$ cat config.mk
export PLATFORM = sky130hd
export DESIGN_NAME = seq_divider_flat
export DESIGN_NICKNAME = d
export VERILOG_FILES = /design/src/rtl/arith_pkg.sv /design/src/rtl/seq_divider_if.sv /design/src/rtl/div_step.sv /design/src/rtl/seq_divider.sv /design/src/flat_wrapper.sv
export SDC_FILE = /design/constraint.sdc
export NUM_CORES = 1
export LEC_CHECK = 0
export ABC_CLOCK_PERIOD_IN_PS = 4000
export CELL_PAD_IN_SITES_DETAIL_PLACEMENT = 1
export CELL_PAD_IN_SITES_GLOBAL_PLACEMENT = 2
export CORE_MARGIN = 8
export CORE_UTILIZATION = 36
export DETAILED_ROUTE_END_ITERATION = 12
export PLACE_DENSITY = 0.95
export RECOVER_POWER = 100
export SKIP_LAST_GASP = 1
export SYNTH_ARGS = -nofsm -noshare
export SYNTH_HDL_FRONTEND = slang
export SYNTH_SLANG_ARGS = --single-unit
$ cat constraint.sdc
create_clock -name clk -period 4 [get_ports clk]
set_clock_uncertainty 0.05 [all_clocks]
set_input_delay 0.8 -clock clk [delete_from_list [all_inputs] [get_ports clk]]
set_output_delay 0.8 -clock clk [all_outputs]
set_load 0.05 [all_outputs]
$ cat src/rtl/arith_pkg.sv
// rtl/arith_pkg.sv - shared widths and divider state encoding for the arithmetic datapath
package arith_pkg;

  localparam int DW = 12;
  localparam int VW = 6;

  typedef enum logic [1:0] {
    IDLE = 2'd0,
    RUN  = 2'd1,
    DONE = 2'd2
  } div_state_e;

endpackage

$ cat src/rtl/seq_divider_if.sv
// rtl/seq_divider_if.sv - request/result bundle between a divider client and seq_divider
interface seq_divider_if #(
  parameter int DW = arith_pkg::DW,
  parameter int VW = arith_pkg::VW
);

  logic          start;
  logic [DW-1:0] dividend;
  logic [VW-1:0] divisor;
  logic          busy;
  logic          done;
  logic [DW-1:0] quotient;
  logic [VW-1:0] remainder;
  logic          div_by_zero;

  modport master (
    output start, dividend, divisor,
    input  busy, done, quotient, remainder, div_by_zero
  );

  modport slave (
    input  start, dividend, divisor,
    output busy, done, quotient, remainder, div_by_zero
  );

endinterface

$ cat src/rtl/div_step.sv
// rtl/div_step.sv - one combinational restoring-division step producing one quotient bit
module div_step #(
  parameter int VW = arith_pkg::VW
) (
  input  logic [VW-1:0] partial_rem,
  input  logic          next_bit,
  input  logic [VW-1:0] divisor,
  output logic [VW-1:0] new_rem,
  output logic          q_bit
);

  logic [VW:0] trial;
  logic [VW:0] diff;

  // One extra bit so the shifted-in remainder can exceed the divisor's range.
  assign trial   = {partial_rem, next_bit};
  assign diff    = trial - {1'b0, divisor};
  assign q_bit   = (trial >= {1'b0, divisor});
  assign new_rem = q_bit ? diff[VW-1:0] : trial[VW-1:0];

endmodule

$ cat src/rtl/seq_divider.sv
// rtl/seq_divider.sv - sequential restoring divider, one quotient bit per cycle, MSB first
module seq_divider
  import arith_pkg::*;
#(
  parameter int DW = arith_pkg::DW,
  parameter int VW = arith_pkg::VW
) (
  input  logic         clk,
  input  logic         rst_n,
  seq_divider_if.slave bus
);

  localparam int CW = (DW > 1) ? $clog2(DW) : 1;

  div_state_e    state_q, state_d;
  logic [CW-1:0] cnt_q;
  logic [DW-1:0] dvd_q;
  logic [VW-1:0] dvs_q;
  logic [VW-1:0] prem_q;
  logic [DW-1:0] quo_q;
  logic [VW-1:0] rem_q;
  logic          dbz_q;

  logic          accept;
  logic          zero_div;
  logic [VW-1:0] new_rem;
  logic          q_bit;

  assign accept   = bus.start && (state_q != RUN);
  assign zero_div = (bus.divisor == '0);

  div_step #(.VW(VW)) u_step (
    .partial_rem (prem_q),
    .next_bit    (dvd_q[DW-1]),
    .divisor     (dvs_q),
    .new_rem     (new_rem),
    .q_bit       (q_bit)
  );

  always_ff @(posedge clk or negedge rst_n) begin
    if (!rst_n) state_q <= IDLE;
    else        state_q <= state_d;
  end

  always_comb begin
    state_d = state_q;
    case (state_q)
      IDLE:    if (accept) state_d = zero_div ? DONE : RUN;
      RUN:     if (cnt_q == '0) state_d = DONE;
      DONE:    state_d = accept ? (zero_div ? DONE : RUN) : IDLE;
      default: state_d = IDLE;
    endcase
  end

  // dvd_q doubles as the quotient accumulator: operand bits leave at the top
  // while quotient bits enter at the bottom, so after DW steps it holds q.
  always_ff @(posedge clk or negedge rst_n) begin
    if (!rst_n) begin
      cnt_q  <= '0;
      dvd_q  <= '0;
      dvs_q  <= '0;
      prem_q <= '0;
      quo_q  <= '0;
      rem_q  <= '0;
      dbz_q  <= 1'b0;
    end else if (accept) begin
      cnt_q  <= CW'(DW - 1);
      dvd_q  <= bus.dividend;
      dvs_q  <= bus.divisor;
      prem_q <= '0;
      if (zero_div) begin
        quo_q <= '1;
        rem_q <= bus.dividend[VW-1:0];
        dbz_q <= 1'b1;
      end
    end else if (state_q == RUN) begin
      cnt_q  <= cnt_q - 1'b1;
      dvd_q  <= {dvd_q[DW-2:0], q_bit};
      prem_q <= new_rem;
      if (cnt_q == '0) begin
        quo_q <= {dvd_q[DW-2:0], q_bit};
        rem_q <= new_rem;
        dbz_q <= 1'b0;
      end
    end
  end

  assign bus.busy        = (state_q == RUN);
  assign bus.done        = (state_q == DONE);
  assign bus.quotient    = quo_q;
  assign bus.remainder   = rem_q;
  assign bus.div_by_zero = dbz_q;

endmodule

$ cat src/flat_wrapper.sv
// flat-port wrapper written by rule: the top's interface ports become plain ports
module seq_divider_flat import arith_pkg::*;
#(
  parameter int DW = arith_pkg::DW,
  parameter int VW = arith_pkg::VW
)
  (clk, rst_n, bus_start, bus_dividend, bus_divisor, bus_busy, bus_done, bus_quotient, bus_remainder, bus_div_by_zero);
  seq_divider_if #(.DW(DW), .VW(VW)) bus_i ();
  input  logic clk;
  input  logic rst_n;
  input wire logic [$bits(bus_i.start)-1:0] bus_start;
  input wire logic [$bits(bus_i.dividend)-1:0] bus_dividend;
  input wire logic [$bits(bus_i.divisor)-1:0] bus_divisor;
  output wire logic [$bits(bus_i.busy)-1:0] bus_busy;
  output wire logic [$bits(bus_i.done)-1:0] bus_done;
  output wire logic [$bits(bus_i.quotient)-1:0] bus_quotient;
  output wire logic [$bits(bus_i.remainder)-1:0] bus_remainder;
  output wire logic [$bits(bus_i.div_by_zero)-1:0] bus_div_by_zero;
  assign bus_i.start = bus_start;
  assign bus_i.dividend = bus_dividend;
  assign bus_i.divisor = bus_divisor;
  assign bus_busy = bus_i.busy;
  assign bus_done = bus_i.done;
  assign bus_quotient = bus_i.quotient;
  assign bus_remainder = bus_i.remainder;
  assign bus_div_by_zero = bus_i.div_by_zero;
  seq_divider #(.DW(DW), .VW(VW)) u_core (.clk(clk), .rst_n(rst_n), .bus(bus_i));
endmodule
==> flow_metrics.py <==
metrics = {
    "floorplanning": {
        "initial_core_util_pct": 37.4,
        "row_count": 29,
        "die-width_um": 97.5,
        "dieArea_um2": 9510,
        "die_h_um": 97.5,
        "core_area_um2": 6390,
        "pin_count": 42,
    },
    "worst_hold_path": {
        "hold_end": "u_core.bus.quotient[3]$_DFFE_PN0P_",
        "hold_path.startpoint": "u_core.bus.quotient[3]$_DFFE_PN0P_",
        "hold_class": "reg2reg",
        "hold_depth": 1,
    },
    "route": {
        "wl_per_cell_um": 18.1,
        "routed_via_density": 5.48,
        "routed_wl_um": 6180,
        "first_pass_iters": 4,
        "drt_iter0_drc": 72,
        "num_vias": 1874,
        "drc": 0,
        "detail-route-antenna-nets": 0,
    },
    "clock_network": {
        "cts.htree.levels": 2,
        "insertion_delay_ns": 0.30,
        "numCtsBuffers": 5,
        "clkTransAtPathRegs_ns": 0.09,
        "cts_hold_buffers": 0,
        "cts.sinks": 49,
        "cts.path.max_buffers": 2,
        "cts_tree": "yes",
        "root_buffer": "clkbuf_8",
        "cts_resized": 0,
        "post-cts-setup-buffer-count": 0,
    },
    "logic_synthesis": {
        "avgSynthCellArea_um2": 10.7,
        "ys_types": 39,
        "synth_nets": 252,
        "ys_seq_elements": 49,
        "async_flop_share_pct": 100,
        "synth_ff_type": "dfrtp_1",
        "synth_seq_area_share_pct": 51.3,
        "syn_area_um2": 2390,
        "syn-instance-count": 223,
        "synth-edff-count": 0,
        "synth_warnings": 0,
    },
    "global_route": {
        "groute.usage.overall_pct": 13.4,
        "grt_max_degree": 50,
        "grt-ovfl-total": 0,
        "grt_pass1_vias": 2111,
        "grt_pass1_wl_um": 10700,
        "antenna_found_initial": 0,
    },
    "placed_design": {
        "dp_hpwl_um": 4580,
        "io_buffer_count": 41,
        "place_congestion": 0.778,
        "placed_cells": 334,
    },
    "timing": {
        "slew_viol_final": 9,
        "fmax_mhz": 334,
        "tns_ns": 0,
        "finalSetupViolCount": 0,
        "fin_crit_ns": 2.99,
        "max_slew.worst_pin.slew_ns": 1.53,
        "hold_viol": 0,
        "slew_headroom_pct": -2.66,
        "rsz0062_at_grt": "no",
        "min_period_over_period_pct": 74.8,
    },
    "power": {
        "p_leak_nw": 1.31,
        "vdd_drop_max_mv": 0.507,
        "powerDensity_nw_per_um2": 955,
    },
    "critical_path": {
        "cp_data_required_time_ns": 4.16,
        "reg2reg_depth": 5,
        "worst_setup_path_start_kind": "flop",
        "crit_path_max_fanout": 8,
        "r2r_start": "u_core.prem_q[2]$_DFFE_PN0P_",
        "cp.arrival_ns": 3.15,
        "r2r_end": "u_core.bus.remainder[0]$_DFFE_PN0P_",
        "timing.critical_path.to_type": "flop",
        "path_class": "reg2reg",
        "rrSetupSlack_ns": 1.01,
    },
    "job": {
        "drv_cap": 1,
    },
    "cells_and_area": {
        "antennaDiodeCount": 0,
        "final_cell_mix": "dfrtp_1 (49), o21ai_0 (28), dlygate4sd3_1 (23)",
        "fillerInstances": 718,
        "final_common_cell": "dfrtp_1",
        "drive_above_1_share_pct": 7.92,
        "fin_cells": 342,
        "nNetsFinal": 293,
        "area_growth_pct": 24.3,
    },
    "outcome": {
        "violations": "max-capacitance violations, max-slew violations",
        "status": "finished, violations left",
    },
}
==> layout make-up <==
class | count | area [um2] | area share (%)
flip-flops and latches | 49 | 1230 | 41.3
multi-input cells | 152 | 1060 | 35.7
repair buffers | 45 | 432 | 14.5
well taps | 77 | 96.3 | 3.24
clock buffers | 7 | 86.3 | 2.91
inverters | 11 | 41.3 | 1.39
clock inverters | 1 | 30.0 | 1.01
==> critical path, stage by stage, from the launching register on <==
cell      delay, ns
dfrtp_1        0.42
ha_1           0.41
nand4b_2       0.14
o31ai_1        1.25
mux2_1         0.42
a211oi_1       0.20
==> logic make-up (layout without fill, tap and decap cells) <==
family | Yosys count | count (layout) | share of synthesized area [%]
DFF | 49 | 49 | 51.3
adders and majority gates | 8 | 8 | 4.50
xor gates and xnor gates | 3 | 3 | 1.10
muxes | 23 | 23 | 9.99
buffers and inverters | 22 | 64 | 3.61
AOI/OAI and AO/OA | 61 | 61 | 17.0
and+or+nand+nor | 57 | 57 | 12.6
==> sequential cells by signal, summed over array words and instances, names as in the netlist <==
signal and flops:
u_core.bus.div_by_zero 1, u_core.bus.quotient 12, u_core.bus.remainder 6, u_core.cnt_q 4, u_core.dvd_q 12, u_core.dvs_q 6, u_core.prem_q 6, u_core.state_q 2
==> where the power goes <==
group	switching (W)	internal [W]	total [W]
sequential	0.000168	0.000739	0.000907
clock	0.000164	0.000204	0.000368
combinational	0.000991	0.000571	0.00156
total	0.00132	0.00151	0.00284
==> layer usage <==
layer / global-route usage, % / up-vias / routed length [um]
met2: 21.8 / 35 / 2970
met4: 3.15 / 0 / 53
li1: - / 875 / -
met3: 2.99 / 7 / 227
met1: 17.5 / 957 / 2930
met5: 0 / - / 0
==> worst max path at each step <==
stage                                  start  cells past startpoint                                  end  slack (ns)
5_1_grt         u_core.prem_q[2]$_DFFE_PN0P_                      5  u_core.bus.remainder[1]$_DFFE_PN0P_        0.76
4_1_cts        u_core.state_q[1]$_DFFE_PN0P_                      4                             bus_busy        1.20
3_5_place_dp                  bus_divisor[3]                      5   u_core.bus.quotient[0]$_DFFE_PN0P_        1.20
2_1_floorplan  u_core.state_q[1]$_DFFE_PN0P_                      4                             bus_busy        1.67
3_3_place_gp                  bus_divisor[3]                      6  u_core.bus.remainder[1]$_DFFE_PN0P_        1.28
6_report        u_core.prem_q[2]$_DFFE_PN0P_                      5  u_core.bus.remainder[0]$_DFFE_PN0P_        1.01
==> stage by stage <==
stage | utilization, % | setup slack, ns | total power (W) | hold slack [ns] | instance area, um2
floorplan | - | 1.67 | 0.00203 | 0.411 | 2390
global placement | 45.1 | 1.28 | 0.00250 | 0.431 | 2880
detailed placement | 45.1 | 1.20 | 0.00257 | 0.430 | 2880
CTS | 46.9 | 1.20 | 0.00295 | 0.459 | 2990
global route | 46.5 | 0.757 | 0.00304 | 0.468 | 2970
finish | 46.5 | 1.01 | 0.00284 | 0.448 | 2970
==> synthesized netlist by cell type (3+ instances only) <==
library cell	instances	area [um2]
inv_1	11	41.3
o21ai_0	28	140
nor3_1	4	20.0
ha_1	7	87.6
nand2_1	16	60.1
nor2_1	11	41.3
nand2b_1	5	31.3
mux2_2	7	78.8
o22a_1	12	105
dfrtp_1	49	1230
a21oi_1	9	45.0
and3_1	4	25.0
buf_2	3	15.0
clkbuf_1	8	30.0
nand3b_1	6	45.0
nor2b_1	3	18.8
mux2i_1	16	160
Power figures use the tool's default switching activity.
